[src/rtl/mem_access.sv]
`default_nettype none
// ============================================================================
// Module   : mem_access
// Brief    : Y86 memory stage; runs a request/ready data-memory transaction
//            while stalling upstream, then hands the result to mem_wb.
// Revision : 1.0 - initial release
// ============================================================================
module mem_access #(
    parameter logic [31:0] ADDR_LIMIT = 32'h0000_1000,
    parameter int          TIMEOUT    = 16
) (
    input  logic        clk,
    input  logic        rst,
    input  logic [3:0]  M_icode,
    input  logic [3:0]  M_stat,
    input  logic [31:0] M_valE,
    input  logic [31:0] M_valA,
    input  logic [3:0]  M_dstE,
    input  logic [3:0]  M_dstM,
    input  logic        dmem_ready,
    input  logic [31:0] dmem_rdata,
    input  logic        dmem_err,
    output logic        dmem_req,
    output logic        dmem_we,
    output logic [31:0] dmem_addr,
    output logic [31:0] dmem_wdata,
    output logic        M_stall_o,
    output logic [3:0]  mem_icode,
    output logic [31:0] mem_valE,
    output logic [31:0] mem_valM,
    output logic [3:0]  mem_dstE,
    output logic [3:0]  mem_dstM,
    output logic [3:0]  mem_stat
);

    localparam logic [3:0] c_i_nop    = 4'h1;
    localparam logic [3:0] c_i_rmmovl = 4'h4;
    localparam logic [3:0] c_i_mrmovl = 4'h5;
    localparam logic [3:0] c_i_call   = 4'h8;
    localparam logic [3:0] c_i_ret    = 4'h9;
    localparam logic [3:0] c_i_pushl  = 4'hA;
    localparam logic [3:0] c_i_popl   = 4'hB;
    localparam logic [3:0] c_stat_aok = 4'h1;
    localparam logic [3:0] c_stat_adr = 4'h2;
    localparam logic [3:0] c_reg_none = 4'hF;
    localparam logic [4:0] c_tmo_last = 5'(TIMEOUT - 1);

    localparam logic [1:0] c_st_idle = 2'd0;
    localparam logic [1:0] c_st_req  = 2'd1;
    localparam logic [1:0] c_st_done = 2'd2;

    logic [1:0]  r_state;
    logic [1:0]  w_state_next;
    logic [31:0] r_valm;
    logic        r_err;
    logic [4:0]  r_cnt;

    logic        w_is_read;
    logic        w_is_write;
    logic        w_addr_from_a;
    logic [31:0] w_addr;
    logic        w_mem_aok;
    logic        w_addr_bad;
    logic        w_mem_go;

    always_comb begin
        w_is_read     = 1'b0;
        w_is_write    = 1'b0;
        w_addr_from_a = 1'b0;
        case (M_icode)
            c_i_mrmovl: w_is_read = 1'b1;
            c_i_popl,
            c_i_ret: begin
                w_is_read     = 1'b1;
                w_addr_from_a = 1'b1;
            end
            c_i_rmmovl,
            c_i_pushl,
            c_i_call:   w_is_write = 1'b1;
            default: ;
        endcase
    end

    assign w_addr     = w_addr_from_a ? M_valA : M_valE;
    assign w_mem_aok  = (w_is_read || w_is_write) && (M_stat == c_stat_aok);
    assign w_addr_bad = (w_addr >= ADDR_LIMIT);
    assign w_mem_go   = w_mem_aok && !w_addr_bad;

    always_ff @(posedge clk) begin
        if (rst) begin
            r_state <= c_st_idle;
            r_valm  <= 32'd0;
            r_err   <= 1'b0;
            r_cnt   <= 5'd0;
        end else begin
            r_state <= w_state_next;
            case (r_state)
                c_st_req: begin
                    r_cnt <= r_cnt + 5'd1;
                    if (dmem_ready) begin
                        r_valm <= w_is_write ? 32'd0 : dmem_rdata;
                        r_err  <= dmem_err;
                    end else if (r_cnt == c_tmo_last) begin
                        r_valm <= 32'd0;
                        r_err  <= 1'b1;
                    end
                end
                c_st_done: r_cnt <= 5'd0;
                default: ;
            endcase
        end
    end

    // Defaults describe the bubble presented to mem_wb; reset keeps them.
    always_comb begin
        w_state_next = r_state;
        mem_icode    = c_i_nop;
        mem_valE     = 32'd0;
        mem_valM     = 32'd0;
        mem_dstE     = c_reg_none;
        mem_dstM     = c_reg_none;
        mem_stat     = c_stat_aok;
        M_stall_o    = 1'b0;
        dmem_req     = 1'b0;
        dmem_we      = 1'b0;
        dmem_addr    = 32'd0;
        dmem_wdata   = 32'd0;
        if (rst) begin
            w_state_next = c_st_idle;
        end else begin
            case (r_state)
                c_st_idle: begin
                    if (w_mem_go) begin
                        M_stall_o    = 1'b1;
                        w_state_next = c_st_req;
                    end else begin
                        mem_icode = M_icode;
                        mem_valE  = M_valE;
                        mem_dstE  = M_dstE;
                        mem_dstM  = (w_mem_aok && w_addr_bad) ? c_reg_none : M_dstM;
                        mem_stat  = (w_mem_aok && w_addr_bad) ? c_stat_adr : M_stat;
                    end
                end
                c_st_req: begin
                    M_stall_o  = 1'b1;
                    dmem_req   = 1'b1;
                    dmem_we    = w_is_write;
                    dmem_addr  = w_addr;
                    dmem_wdata = M_valA;
                    if (dmem_ready || (r_cnt == c_tmo_last)) begin
                        w_state_next = c_st_done;
                    end
                end
                c_st_done: begin
                    mem_icode    = M_icode;
                    mem_valE     = M_valE;
                    mem_valM     = r_valm;
                    mem_dstE     = M_dstE;
                    mem_dstM     = r_err ? c_reg_none : M_dstM;
                    mem_stat     = r_err ? c_stat_adr : M_stat;
                    w_state_next = c_st_idle;
                end
                default: w_state_next = c_st_idle;
            endcase
        end
    end

endmodule
`default_nettype wire

[config.mk]
export PLATFORM = sky130hd
export DESIGN_NAME = mem_access
export DESIGN_NICKNAME = d
export VERILOG_FILES = /design/src/rtl/mem_access.sv
export SDC_FILE = /design/constraint.sdc
export NUM_CORES = 1
export LEC_CHECK = 0
export ABC_AREA = 1
export ABC_CLOCK_PERIOD_IN_PS = 2200
export CAP_MARGIN = 40
export CORE_MARGIN = 2
export CORE_UTILIZATION = 30
export CTS_CLUSTER_DIAMETER = 200
export DETAILED_ROUTE_END_ITERATION = 6
export PLACE_DENSITY = 0.77
export SLEW_MARGIN = 20
export SYNTH_ARGS = -nofsm -noshare
export SYNTH_HDL_FRONTEND = slang
export SYNTH_SLANG_ARGS = --single-unit
[constraint.sdc]
create_clock -name clk -period 2.2 [get_ports clk]
set_input_delay 0.44 -clock clk [delete_from_list [all_inputs] [get_ports clk]]
set_output_delay 0.44 -clock clk [all_outputs]
set_load 0.005 [all_outputs]
# [Yosys cells after proc, flatten, opt, wreduce, memory -nomap -nowiden]
# Cells that the tools add are included.
[op_classes] add_sub_neg=1 n_lt_le_gt_ge=1 eq_ne=12 muxes=45 reduce_logical=14
[op_table] op="2-to-1 mux 32 bit" count=12
[op_table] op="one-hot mux 32 bit (2 select lines)" count=1
[op_table] op="2-to-1 mux 4 bit" count=12
[op_table] op=">= comparator 32 x 13 -> 1 bit (second input constant)" count=1
[op_table] op="one-hot mux 4 bit (2 select lines)" count=4
[op_table] op="== test 4 bit (second input constant)" count=4
[op_table] op="2-to-1 mux 1 bit" count=11
[op_table] op="one-hot mux 5 bit (2 select lines)" count=1
[op_table] op="== test 4 x 3 -> 1 bit (second input constant)" count=2
[op_table] op="OR reduction 3 bit" count=2
[op_table] op="adder 5 x 1 -> 5 bit (second input constant)" count=1
[op_table] op="== test 5 x 4 -> 1 bit (second input constant)" count=1
[op_table] op="== test 4 x 1 -> 1 bit (second input constant)" count=1
[op_table] op="2-to-1 mux 2 bit" count=2
[op_table] op="inequality test 2 bit (second input constant)" count=2
[op_table] op="one-hot mux 2 bit (2 select lines)" count=1
[op_table] op="AND reduction 2 bit" count=2
[op_table] op="nonzero test 2 bit" count=2
[op_table] op="logical AND 1 bit" count=3
[op_table] op="== test 2 x 1 -> 1 bit (second input constant)" count=1
[op_table] op="== test 2 bit (second input constant)" count=1
[op_table] op="logical NOT 2 bit" count=1
[op_table] op="logical OR 1 bit" count=2
[op_table] op="one-hot mux 1 bit (2 select lines)" count=1
[op_table] op="other kinds (2)" count=2
[totals] reg_bits=40 inputBits=116 output_inout_bits=147 word_cells=77

# [Logic depth before layout (Yosys ltp)]
# Gate-level depths: netlist of run 1.
[logic_depth] word_depth=10 mapped_depth=13

# [Worst setup path after synthesis of run 1]
# Ideal clock, no wire load.
[synth_path] kind="in2out" startpoint="input port M_icode[0]" endpoint="output port mem_valE[0]" arrival_ns=1.765 setup_slack_ns=-0.005 cell_stages=10 path_cell_list="buf_2 -> buf_2 -> nand3_1 -> nand2_1 -> nand3_1 -> nor2_1 -> nand3_2 -> a21oi_4 -> buf_6 -> nor2_1"
[synth_via] elab_chain_len=10
[synth_lines] item="start: declaration" line_no="14" text="input logic [3:0] M_icode,"
[synth_lines] item="== test 4 bit" line_no="70" text="case (M_icode)"
[synth_lines] item="OR reduction 2 bit" line_no="70"
[synth_lines] item="2-to-1 mux 1 bit" line_no="70"
[synth_lines] item="2-to-1 mux 32 bit" line_no="84" text="assign w_addr = w_addr_from_a ? M_valA : M_valE;"
[synth_lines] item=">= comparator 32 x 13 -> 1 bit" line_no="86" text="assign w_addr_bad = (w_addr >= ADDR_LIMIT);"
[synth_lines] item="logical NOT 1 bit" line_no="87" text="assign w_mem_go = w_mem_aok && !w_addr_bad;"
[synth_lines] item="logical AND 1 bit (*)" line_no="87"
[synth_lines] item="2-to-1 mux 32 bit (*)" line_no="133" text="if (w_mem_go) begin"
[synth_lines] item="one-hot mux 32 bit (2 select lines) (*)" line_no="131" text="case (r_state)"
[synth_lines] item="2-to-1 mux 32 bit (*)" line_no="128" text="if (rst) begin"
[synth_lines] item="end: declaration" line_no="29" text="output logic [31:0] mem_valE,"
# Mark *: on every way between the ends. The rest lies on a longest branch, timed or not.

# [Final worst setup path of run 1]
[layout_path] startpoint="input port M_valA[28]" endpoint="output port mem_valE[18]"
[layout_via] elab_chain_len=7
[layout_lines] item="start: declaration" line_no="17" text="input logic [31:0] M_valA,"
[layout_lines] item="2-to-1 mux 32 bit" line_no="84"
[layout_lines] item=">= comparator 32 x 13 -> 1 bit" line_no="86"
[layout_lines] item="logical NOT 1 bit" line_no="87"
[layout_lines] item="logical AND 1 bit" line_no="87"
[layout_lines] item="2-to-1 mux 32 bit" line_no="133"
[layout_lines] item="one-hot mux 32 bit (2 select lines)" line_no="131"
[layout_lines] item="2-to-1 mux 32 bit" line_no="128"
# Every way passes these cells.

==> results.yml, run 1 <==
finish:
  final_nets: 1066
  postLayoutCoreUtil: 0.6744
  final_cell_mix: "nor2_1 (120), nand2_1 (107), clkdlybuf4s50_1 (102)"
  diodes: 0
  finalNonFillerCells: 1085
  multi_input_area_sq_mm: 0.002320
  n_fill_cell: 957
  synthToLayoutAreaGrowth_pct: 120.9
  finalInstanceArea_sq_mm: 0.007247
  final_common_cell: "nor2_1"
  ff_latch_area_sq_um: 805.8
  final_layout_size_suffix_gt1_frac: 0.2889
pwr:
  powerDensity_mw_per_mm2: 363.0
  ir_worst_vdd_mv: 0.4280
  p_leak_nw: 3.814
global_route:
  grt-ovfl-total: 0
  grt_pass1_vias: 4876
  grt_util_met3: 0.06691
  grt_use_total: 0.2684
  antenna_found_initial: 1
  grt_pass1_wl_microns: 24710
  met2_usage: 0.4790
  grtUsageMet1: 0.2884
  grt_max_degree: 40
  grt-busiest-layer: "met2"
synthesis:
  avgSynthCellArea_sq_um: 5.477
  ys_ff_latch: 40
  ys_warn_count: 0
  synth_area_sq_mm: 0.003281
  synth_edf_count: 0
  syn_inst: 599
  synth_top_flop_cell: "dfxtp_1"
  ys_types: 29
  synth-seq-area-share: 0.2441
  synthArstFlopShare: 0
  syn_nets: 720
drt:
  firstDrtPassIters: 4
  drtAntennaViolNets: 0
  vias: 5251
  wl_microns: 17290
  viasPerCell: 4.840
  dr.first_iter.drc_count: 306
  drc: 0
  wl_per_cell_microns: 15.94
floorplan:
  core_area_sq_mm: 0.01075
  die_h_microns: 108.6
  rows: 38
  die_area_sq_mm: 0.01179
  start_util: 0.3053
  ios: 263
  die_x_microns: 108.6
clock_tree:
  cts_num_sinks: 40
  cts_tree: "built"
  h-tree-depth: 2
  numCtsBuffers: 5
  cts.path.max_buffers: 2
  clk_latency_ns: 0.28
  root_buffer: "clkbuf_8"
  clk_pin_slew_ns: 0.08
sta:
  rsz0062_at_grt: "yes"
  drv_slew: 0
  setup_viol: 44
  fin_skew_ns: 0.005334
  whs_ns: 0.4846
  worst_slew_pin_slew_ns: 0.7217
  max_freq_mhz: 356.2
  period_minus_slack_ns: 2.807
  finalHoldViolCount: 0
  period_share: 1.276
  fin_ws_ns: -0.6074
  slew_headroom: 0.5184
placed_design:
  placed_cell_area_sq_mm: 0.006510
  io_buffers: 262
  post-dp-hpwl_microns: 11500
  gp_congestion: 0.8431
  numPlacedInstances: 1032
worst_setup_path:
  cp_max_fo: 5
  worst_setup_path_start_kind: "primary input"
  crit_path_end_kind: "output port"
  crit_type: "in2out"
  critPathArrivalTime_ns: 2.37
  required_ns: 1.76
status:
  violations: "negative setup slack"
  status: "finished with violations"
flow_run:
  cap_viol_max_count: 0
hold_path:
  hold_path_class: "reg2reg"
-- logic make-up after synthesis --
family	count (synthesis)	synth area share
and+or+nand+nor	346	0.4394
buffers and inverters	118	0.1476
AOI/OAI and AO/OA	90	0.1499
DFF	40	0.2441
adders and majority gates	5	0.01907
-- path summary, 6_finish.rpt --
| check | startpoint | to | slack, ns | depth (start not counted) |
|---|---|---|---|---|
| worst max-delay path | M_valA[28] | mem_valE[18] | -0.61 | 13 |
| worst min-delay path | r_valm[25]$_SDFFE_PP0P_ | r_valm[25]$_SDFFE_PP0P_ | 0.48 | 2 |
| worst min register to register | r_valm[25]$_SDFFE_PP0P_ | r_valm[25]$_SDFFE_PP0P_ | 0.48 | 2 |
| worst max register to register | r_cnt[1]$_SDFFE_PP0P_ | r_valm[26]$_SDFFE_PP0P_ | 0.32 | 9 |
-- registers in the layout, indices dropped and copies added, names as in the netlist --
register  cells
r_valm       32
r_cnt         5
r_state       2
r_err         1
-- timing repair --
item                       in CTS  in global routing
pin swaps                      15                 17
setup buffers                  39                  9
cloned                         11                  0
hold buffers                    0                  0
gates resized for setup       335                145
setup endpoints to repair     138                104
-- Yosys cell counts, types with 2 or more instances --
cell type | count | share of area
inv_2 | 2 | 0.0023
dfxtp_1 | 40 | 0.24
o21ai_0 | 34 | 0.052
a21oi_1 | 37 | 0.056
nor2_1 | 141 | 0.16
nand2_1 | 128 | 0.15
ha_1 | 5 | 0.019
buf_2 | 3 | 0.0046
buf_1 | 3 | 0.0034
clkbuf_1 | 32 | 0.037
o22ai_1 | 10 | 0.019
nor3b_1 | 2 | 0.0046
nand3_1 | 38 | 0.058
nand3_2 | 2 | 0.0061
nand4_1 | 15 | 0.029
inv_1 | 72 | 0.082
nor3_1 | 14 | 0.021
buf_6 | 5 | 0.017
nand3b_1 | 4 | 0.0092
a31oi_1 | 3 | 0.0057
-- critical path, stage by stage --
cell and delay, ns:
clkdlybuf4s50_1 0.44, nand4_1 0.15, nand2_1 0.10, nor2_1 0.11
nand2_1 0.10, nor2_4 0.17, nand3_4 0.10, a21oi_4 0.22
buf_6 0.14, buf_6 0.12, buf_16 0.12, nor2_1 0.04
clkbuf_2 0.11
-- power breakdown --
group	total [mW]	internal (mW)	switching (mW)
clock network	0.689	0.447	0.243
logic	1.18	0.637	0.540
registers	0.764	0.749	0.0157
total	2.63	1.83	0.799
-- metrics by stage --
step	setup slack, ns	total power, mW	TNS, ns
floorplan	0.008618	1.141	0
global placement	-1.062	1.761	-61.92
detailed placement	-1.154	1.771	-66.60
CTS	-0.6984	2.657	-25.36
global route	-0.7275	2.768	-27.74
finish	-0.6074	2.631	-22.75
-- area by class of cell --
cell class | instances | area share
sequential | 40 | 0.1112
clock buffer | 5 | 0.009496
timing repair buffer | 382 | 0.4862
clock inverter | 2 | 0.008287
inverter | 75 | 0.04057
tap | 140 | 0.02417
multi-input combinational | 441 | 0.3201
-- metal layers --
layer,share of wire,up-vias,wire length [microns]
li1,-,2587,-
met3,0.087,51,1508
met2,0.51,222,8760
met1,0.36,2389,6235
met4,0.045,2,774
met5,0.00064,-,11
Power figures use the tool's default switching activity.
==> inputs of run 2 (changes only) <==
- CORE_ASPECT_RATIO: default -> 1.75
==> results.yml, run 2 (same netlist as run 1, synthesis figures left out) <==
floorplan:
  die_x_microns: 83.05
  start_util: 0.3067
  die_h_microns: 142.3
  core_area_sq_mm: 0.01070
  die_area_sq_mm: 0.01182
  rows: 50
  ios: 263
worst_setup_path:
  startpoint: "M_valE[26]"
  r2r_end: "r_valm[1]$_SDFFE_PP0P_"
  r2r-start: "r_cnt[1]$_SDFFE_PP0P_"
  worst_setup_path_start_kind: "primary input"
  reg2reg_depth: 9
  path_depth: 13
  critPathBufInv: 5
  cpMaxStageDelayCell: "clkdlybuf4s50_1"
  worst_path_most_repeated_cell: "nand2_1"
  endpoint: "mem_valE[0]"
  slowest_delay_ns: 0.49
  cp_top_family: "buffers and inverters"
  cp_cell_sequence: "clkdlybuf4s50_1 > nand2_2 > nand2_1 > nor2_1 > nand2_1 > nor2_4 > nand3_4 > a21oi_4 > buf_6 > buf_16 > buf_12 > nor2_2 > buf_2"
  reg2reg_slack_ns: 0.22
  required_ns: 1.76
  crit_type: "in2out"
  cp_max_fo: 4
  crit_path_end_kind: "output port"
  critPathArrivalTime_ns: 2.51
status:
  violations: "negative setup slack"
  status: "finished with violations"
global_route:
  grt_pass1_wl_microns: 26650
  grtUsageMet1: 0.2775
  met2_usage: 0.5390
  grt-ovfl-total: 0
  grt_max_degree: 34
  antenna_found_initial: 2
  grt_use_total: 0.2827
  grt-busiest-layer: "met2"
  grt_util_met3: 0.04408
  grt_pass1_vias: 5206
finish:
  final_cell_mix: "nor2_1 (116), clkdlybuf4s50_1 (106), nand2_1 (100)"
  synthToLayoutAreaGrowth_pct: 123.8
  finalNonFillerCells: 1089
  final_layout_size_suffix_gt1_frac: 0.3229
  finalInstanceArea_sq_mm: 0.007341
  final_common_cell: "nor2_1"
  n_fill_cell: 871
  final_nets: 1077
  largest_register: "r_valm"
  largestRegisters: "r_valm (32), r_cnt (5), r_state (2)"
  largest_reg_flops: 32
drt:
  wl_per_cell_microns: 17.04
  wl_microns: 18560
  firstDrtPassIters: 4
  drtAntennaViolNets: 0
  vias: 5534
  dr.first_iter.drc_count: 243
  drc: 0
  viasPerCell: 5.082
clock_tree:
  numCtsBuffers: 5
  root_buffer: "clkbuf_16"
  clk_pin_slew_ns: 0.06
  cts_tree: "built"
  h-tree-depth: 2
  cts.path.max_buffers: 2
  cts_num_sinks: 40
  clk_latency_ns: 0.28
placed_design:
  placed_cell_area_sq_mm: 0.006497
  dp_slack_ns: -1.150
  post-dp-hpwl_microns: 12120
  numPlacedInstances: 1022
  gp_congestion: 0.9058
  io_buffers: 262
sta:
  slew_headroom: 0.4932
  setup_viol: 65
  period_minus_slack_ns: 2.949
  worst_slew_pin_slew_ns: 0.7593
  fin_ws_ns: -0.7487
  rsz0062_at_grt: "yes"
  whs_ns: 0.4818
  fin_skew_ns: 0.003634
  finalHoldViolCount: 0
  period_share: 1.340
  drv_slew: 0
  max_freq_mhz: 339.1
pwr:
  power.switching_mw: 0.8492
  powerDensity_mw_per_mm2: 363.4
  sw_frac_of_total: 0.3183
  ir_worst_vdd_mv: 0.5292
  p_leak_nw: 3.855
  combPwrFrac: 0.444
  seqPwrFrac: 0.287
  power_mw: 2.667
  power.internal_mw: 1.818
  clkPwrFrac: 0.269
hold_path:
  hold_path_class: "reg2reg"
flow_run:
  cap_viol_max_count: 0
run 2: changes by cell type in the layout (fill, tap and decap cells not counted), moves of 5 or more:
cell / change
buf_2: +12
buf_6: +12
clkbuf_16: +6
clkdlybuf4s15_1: -6
dlygate4sd2_1: -23
dlymetal6s2s_1: +11
nand2_1: -7
nand2_2: +5
nor2_2: +6
run 2: final cells by class:
type | count | area (sq um) | area share
diodes | 2 | 5.005 | 0.0006818
clock inverters | 2 | 10.01 | 0.001364
well taps | 130 | 162.7 | 0.02216
inverters | 75 | 291.5 | 0.03971
multi-input cells | 441 | 2336 | 0.3182
clock buffers | 6 | 138.9 | 0.01892
flip-flops and latches | 40 | 805.8 | 0.1098
repair buffers | 393 | 3591 | 0.4892
run 2: per-stage QoR:
stage            util  TNS, ns
2_1_floorplan       -        0
3_3_place_gp   0.6074   -66.84
3_5_place_dp   0.6074   -70.85
4_1_cts        0.6737   -23.95
5_1_grt        0.6862   -37.72
6_report       0.6862   -32.52
run 2: power by group through the flow:
stage / registers (mW) / clock network, mW / logic [mW]
floorplan: 0.775 / 0 / 0.366
global placement: 0.778 / 0 / 0.990
detailed placement: 0.778 / 0 / 0.998
CTS: 0.764 / 0.741 / 1.16
global route: 0.768 / 0.771 / 1.26
finish: 0.765 / 0.718 / 1.18
run 2: routing by layer:
metal | wire [microns] | part of all wire
met4 | 1440 | 0.078
met3 | 1319 | 0.071
met1 | 6057 | 0.33
met2 | 9742 | 0.52
met5 | 0 | 0
run 2: tightest hold or removal path: stages (launching register included):
cell and delay [ns]:
dfxtp_1 0.32, nand3_1 0.07, o21ai_0 0.06
run 2: repair_timing:
item	in CTS	in global routing
endpoints found under the hold margin	0	0
pin swaps	34	28
gates resized for setup	348	178
setup buffers	52	10
cloned	7	1
endpoints found under the setup margin	134	118
hold buffers	0	0
run 2: how the worst min path moves through the flow:
stage | to | slack (ns) | from | cells after the start
after floorplan | r_valm[11]$_SDFFE_PP0P_ | 0.45 | r_valm[11]$_SDFFE_PP0P_ | 2
final | r_valm[17]$_SDFFE_PP0P_ | 0.48 | r_valm[17]$_SDFFE_PP0P_ | 2
after global placement | r_valm[14]$_SDFFE_PP0P_ | 0.46 | r_valm[14]$_SDFFE_PP0P_ | 2
after CTS | r_valm[28]$_SDFFE_PP0P_ | 0.49 | r_valm[28]$_SDFFE_PP0P_ | 2
after detailed placement | r_valm[28]$_SDFFE_PP0P_ | 0.47 | r_valm[28]$_SDFFE_PP0P_ | 2
after global routing | r_valm[9]$_SDFFE_PP0P_ | 0.51 | r_valm[9]$_SDFFE_PP0P_ | 2
==> edit 1, RTL diff (flow settings as in run 1) <==
Compare `r_cnt` against `c_tmo_last` with >= in place of ==.
--- a/src/rtl/mem_access.sv
+++ b/src/rtl/mem_access.sv
@@ -102,3 +102,3 @@
                         r_err  <= dmem_err;
-                    end else if (r_cnt == c_tmo_last) begin
+                    end else if (r_cnt >= c_tmo_last) begin
                         r_valm <= 32'd0;
Check against the original RTL: same outputs for any inputs over 10 cycles, from zero or initial values and one cycle with rst high; that may be too few to reach the edited logic, so the function may still have changed.
==> edit 1 against run 1 <==
  * The run still ends with setup timing left
  * Synthesized area rose by 7.7%
  * Core utilization fell by 0.75 points
  * Sequential cell count did not move
  * Worst setup slack improved by 0.18 ns
  * Die area rose by 7.4%
  * Design area rose by 5.5%
  * Routed wire length rose by 12%
  * Worst hold slack got worse by 0.0080 ns
Power is not compared: it rests on default switching activity, and its combinational part moved more than twofold at a synthesized area within 25%.
==> edit 1: results (changes against run 1) <==
CTS
  – Clock transition at path regs: 0.06 ns (was 0.08 ns)

Status
  – Failing checks: setup timing (unchanged)
  – Status: finished with violations (unchanged)

Global route
  – Largest net degree at the start of global routing: 79 (was 40)
  – Gr usage total: 0.2725 (was 0.2684)
  – Vias in the first global route: 5,518 (was 4,876)
  – First-pass GRT wire length: 28,220 um (was 24,710 um)

Setup path
  – Worst r2r src: r_cnt[0] (was r_cnt[1])
  – R2R setup slack: 0.38 ns (was 0.32 ns)
  – Worst path slowest cell: buf_6 (was clkdlybuf4s50_1)
  – Worst Path Arrival: 2.19 ns (was 2.37 ns)
  – FF-to-FF End: r_valm[13] (was r_valm[26])
  – Slowest stage delay, CP: 0.17 ns (was 0.44 ns)

Timing
  – Clk_skew: 0.001998 ns (was 0.005334 ns)
  – # setup viols final: 48 (was 44)
  – Setup TNS: -14.55 ns (was -22.75 ns)
  – Fin worst setup slack: -0.4280 ns (was -0.6074 ns)

Layout
  – Register area: 808.3 um2 (was 805.8 um2)
  – # fillers: 1,004 (was 957)
  – Layout cells sized above 1: 0.3182 (was 0.2889)
  – Final Non-Filler Cells: 1,137 (was 1,085)

Synth
  – Top cells by count, synth: nand2_1, a21oi_1, nor2_1 (was nor2_1, nand2_1, inv_1)
  – Synth area leaders: dfxtp_1, nand2_1, a21oi_1, nor2_1, nand3_1 (was dfxtp_1, nor2_1, nand2_1, inv_1, nand3_1)
  – Sequential share of the synthesized area: 0.2266 (was 0.2441)
  – Post-Syn Area per Cell: 5.444 um2 (was 5.477 um2)
  – Top cell type's share of synthesized area: 0.2266 (was 0.2441)

Drt
  – DR iter-0 viols: 454 (was 306)
  – WL final: 19,310 um (was 17,290 um)
  – Via density: 5.171 (was 4.840)

Pwr
  – Worst vdd ir: 0.0004746 V

Worst hold path
  – Hold_sp: r_cnt[4] (was r_valm[25])
  – Hold endpoint: r_cnt[4] (was r_valm[25])

Place
  – GPL Wtd Cong: 0.9087 (was 0.8431)
  – Detailed Place HPWL: 12,640 um (was 11,500 um)
[edit 1: changes by cell type after synthesis, moves of 5 or more]
cell and change:
a21oi_1 +67, nor3_1 -11, buf_2 +7, clkbuf_1 +5, o22ai_1 -10, o21ai_0 +9, nand3_1 +13, nor2_1 -54
nand2_1 +46, inv_1 -26
[edit 1: cell type report]
| type | instances | area share |
|---|---|---|
| sequential | 40 | 0.1057 |
| antenna | 1 | 0.0003272 |
| timing repair buffer | 395 | 0.4773 |
| tap | 143 | 0.02340 |
| clock buffer | 6 | 0.01816 |
| inverter | 49 | 0.02601 |
| clock inverter | 2 | 0.001309 |
| multi-input combinational | 501 | 0.3478 |
[edit 1: worst min-delay path: stages (launching register included)]
cell and delay, ns:
dfxtp_1 0.31, nand2_1 0.06, a21oi_1 0.05
[edit 1: power by group through the flow]
stage          clock network, mW  registers [mW]  logic, mW
4_1_cts                    0.741           0.925       3.14
3_3_place_gp                   0           0.922       2.51
5_1_grt                    0.776           0.948       3.53
3_5_place_dp                   0           0.922       2.55
6_report                   0.729           0.936       3.31
2_1_floorplan                  0           0.906       1.14
[edit 1: kinds of logic after synthesis]
group / Yosys count / synth area share
AOI/OAI and AO/OA: 156 / 0.2245
buffers and inverters: 108 / 0.1278
and+or+nand+nor: 340 / 0.4033
adders and majority gates: 5 / 0.01771
DFF: 40 / 0.2266
[edit 1: worst max-delay path by stage]
stage                    start      endpoint  slack, ns  cells after the start
floorplan           M_icode[0]  mem_icode[1]       0.08                     13
global placement    M_icode[3]  mem_valE[12]      -1.10                     13
detailed placement  M_icode[3]  mem_valE[12]      -1.13                     13
CTS                 M_icode[2]     M_stall_o      -0.35                     16
global route        M_icode[2]     M_stall_o      -0.48                     16
finish              M_icode[2]     M_stall_o      -0.43                     16
[edit 1: repair_timing]
action	CTS	global route
gates cloned	5	2
setup endpoints to repair	170	109
resized for setup	396	130
buffers inserted	34	15
pin swaps	36	22
endpoints found under the hold margin	0	0
[edit 1: per-stage QoR]
stage / utilization / setup WS [ns] / cell area [um2] / hold WS, ns
floorplan: - / 0.07714 / 3533 / 0.4445
global placement: 0.5939 / -1.095 / 6810 / 0.4580
detailed placement: 0.5939 / -1.126 / 6810 / 0.4604
CTS: 0.6466 / -0.3479 / 7415 / 0.4787
global route: 0.6669 / -0.4752 / 7647 / 0.5095
finish: 0.6669 / -0.4280 / 7647 / 0.4767
[edit 1: per-layer routing]
layer,up-vias,wire length [um],share of wire,GRT usage
li1,2806,-,-,-
met1,2709,7477,0.39,0.3229
met2,294,9495,0.49,0.4831
met3,70,1330,0.069,0.05022
met4,0,1007,0.052,0.1130
met5,-,0,0,0
==> edit 2, RTL diff (config.mk and constraints of run 1) <==
Made on the original files. Change the parameter `TIMEOUT` from 16 to 12.
--- a/src/rtl/mem_access.sv
+++ b/src/rtl/mem_access.sv
@@ -9,3 +9,3 @@
     parameter logic [31:0] ADDR_LIMIT = 32'h0000_1000,
-    parameter int          TIMEOUT    = 16
+    parameter int          TIMEOUT    = 12
 ) (
Behaviour: no difference found for any inputs over 10 cycles, from zero or initial values and one cycle with rst high; that may be too few to reach the edited logic, so the function may still have changed.
==> edit 2 against run 1 <==
  * The run still ends with setup timing left
  * Worst setup slack worse by 0.048 ns
  * Via count grew 10%
  * Sequential cell count stayed put
  * Core utilization fell by 0.75 points
  * Routed wire length rose by 10%
  * Synthesized cell count increased by 10%
  * Synthesized area up 8.1%
  * Worst hold slack improved by 0.017 ns
  * Power increased by 13%
  * Design area rose by 5.5%
==> edit 2: results (changes against run 1) <==
Place
  – Pre-CTS WS: -1.159 ns (was -1.154 ns)
  – GPL Wtd Cong: 0.9832 (was 0.8431)
  – Area after DPL: 6760 um2 (was 6510 um2)
  – # port buffers: 262 (unchanged)
  – Detailed Place HPWL: 12,650 um (was 11,500 um)

Synth
  – XOR/XNOR share of the synthesized area: 0 (unchanged)
  – Synthesized Nets: 780 (was 720)
  – Distinct cell type count after synthesis: 24 (was 29)
  – Compound-gate portion of the synthesized area: 0.1873 (was 0.1499)
  – Yosys warns: 0 (unchanged)
  – Top cells by count, synth: nand2_1, nor2_1, inv_1 (was nor2_1, nand2_1, inv_1)
  – Mux cell area share after synthesis: 0 (unchanged)
  – Post-Synthesis Cells: 660 (was 599)
  – Share of async-settable or async-resettable flops after synthesis: 0 (unchanged)
  – Sequential share of the synthesized area: 0.2257 (was 0.2441)
  – Adder-Cell Fraction of Synth Area: 0.01411 (was 0.01907)
  – Synth area leaders: dfxtp_1, nand2_1, nor2_1, inv_1, o211ai_1 (was dfxtp_1, nor2_1, nand2_1, inv_1, nand3_1)

Status
  – Status: finished with violations (unchanged)
  – Failing checks: setup timing (unchanged)

Timing
  – # setup viols final: 46 (was 44)
  – Fin worst setup slack: -0.6559 ns (was -0.6074 ns)
  – Slew @ Worst Pin: 0.5306 ns (was 0.7217 ns)
  – Clk_skew: 0.006208 ns (was 0.005334 ns)
  – Setup TNS: -24.71 ns (was -22.75 ns)

Layout
  – NumNets Final: 1,125 (was 1,066)
  – Top Registers: r_valm x32, r_cnt x5, r_state x2 (unchanged)
  – Layout cells sized above 1: 0.3191 (was 0.2889)
  – Ant diodes: 0 (unchanged)

Drt
  – WL final: 19,090 um (was 17,290 um)
  – Routed len/inst: 16.62 um (was 15.94 um)
  – DR iter-0 viols: 333 (was 306)
  – Via density: 5.042 (was 4.840)
  – Drt first pass iters: 5 (was 4)

Global route
  – Largest net degree at the start of global routing: 67 (was 40)
  – First-pass GRT wire length: 27,300 um (was 24,710 um)
  – Initial antenna violation count: 0 (was 1)
  – Vias in the first global route: 5,360 (was 4,876)
  – Gr usage total: 0.2651 (was 0.2684)

CTS
  – Clock transition at path regs: 0.06 ns (was 0.08 ns)
  – Root Driver: clkbuf_16 (was clkbuf_8)
  – Worst-Skew Late Latency: 0.28 ns (about the same)
  – CTS H-tree depth: 2 (unchanged)
  – CTS buffer count: 5 (unchanged)
  – Clock Path Buffers: 2 (unchanged)

Worst hold path
  – Worst hold path type: reg2reg (unchanged)

Setup path
  – Crit path max fanout: 6 (was 5)
  – Worst Path Arrival: 2.42 ns (was 2.37 ns)

Pwr
  – Worst vdd ir: 0.0003298 V (was 0.0004280 V)
  – LEAKAGE: 4.083 nW (was 3.814 nW)
  – Pwr/cell area: 389.3 nW/um2 (was 363.0 nW/um2)
  – Net Sw Frac: 0.3219 (was 0.3036)
  – Comb pwr share: 0.450 (was 0.447)
  – Clock network power: 827 uW (was 689 uW)
## edit 2: cell count changes after synthesis, sizes merged, moves of 7 or more
cell    delta
nand2     +37
nor2      +12
o21ai     +13
nand3     -20
a21oi      -7
clkbuf    +12
o211ai    +31
o22ai     -10
## edit 2: metal layers
| metal | up-vias | wire length [um] | global-route usage |
|---|---|---|---|
| met5 | - | 0 | 0 |
| li1 | 2785 | - | - |
| met1 | 2653 | 7057 | 0.3002 |
| met2 | 291 | 9488 | 0.4790 |
| met4 | 0 | 983 | 0.1285 |
| met3 | 64 | 1561 | 0.04713 |
## edit 2: worst paths after layout
kind,startpoint,end,slack (ns),depth (start not counted)
worst max-delay path,M_valE[28],mem_valE[8],-0.66,13
worst min-delay path,r_valm[14],r_valm[14],0.50,2
worst min register to register,r_valm[14],r_valm[14],0.50,2
worst max register to register,r_state[1],r_valm[2],0.51,10
## edit 2: critical path: stages
cell and delay (ns):
clkdlybuf4s50_1 0.53, nand2_8 0.14, nand2_4 0.07, nor2_4 0.14
nand2_2 0.07, nor2_4 0.15, nand3_4 0.10, a21oi_4 0.19
buf_6 0.17, buf_6 0.12, buf_6 0.13, nor2_2 0.04
buf_2 0.12
## edit 2: final cells by class
class	count	area, um2
well taps	143	178.9
inverters	78	307.8
fillers	1003	3820
repair buffers	388	3521
clock inverters	3	42.54
multi-input cells	491	2659
repair inverters	1	7.507
clock buffers	5	125.1
flip-flops and latches	40	805.8
## edit 2: repair_timing
| action | in CTS | in global routing |
|---|---|---|
| pin swaps | 44 | 25 |
| gates resized for setup | 393 | 164 |
| gates cloned | 9 | 0 |
| buffers inserted | 42 | 6 |
| endpoints found under the setup margin | 133 | 109 |
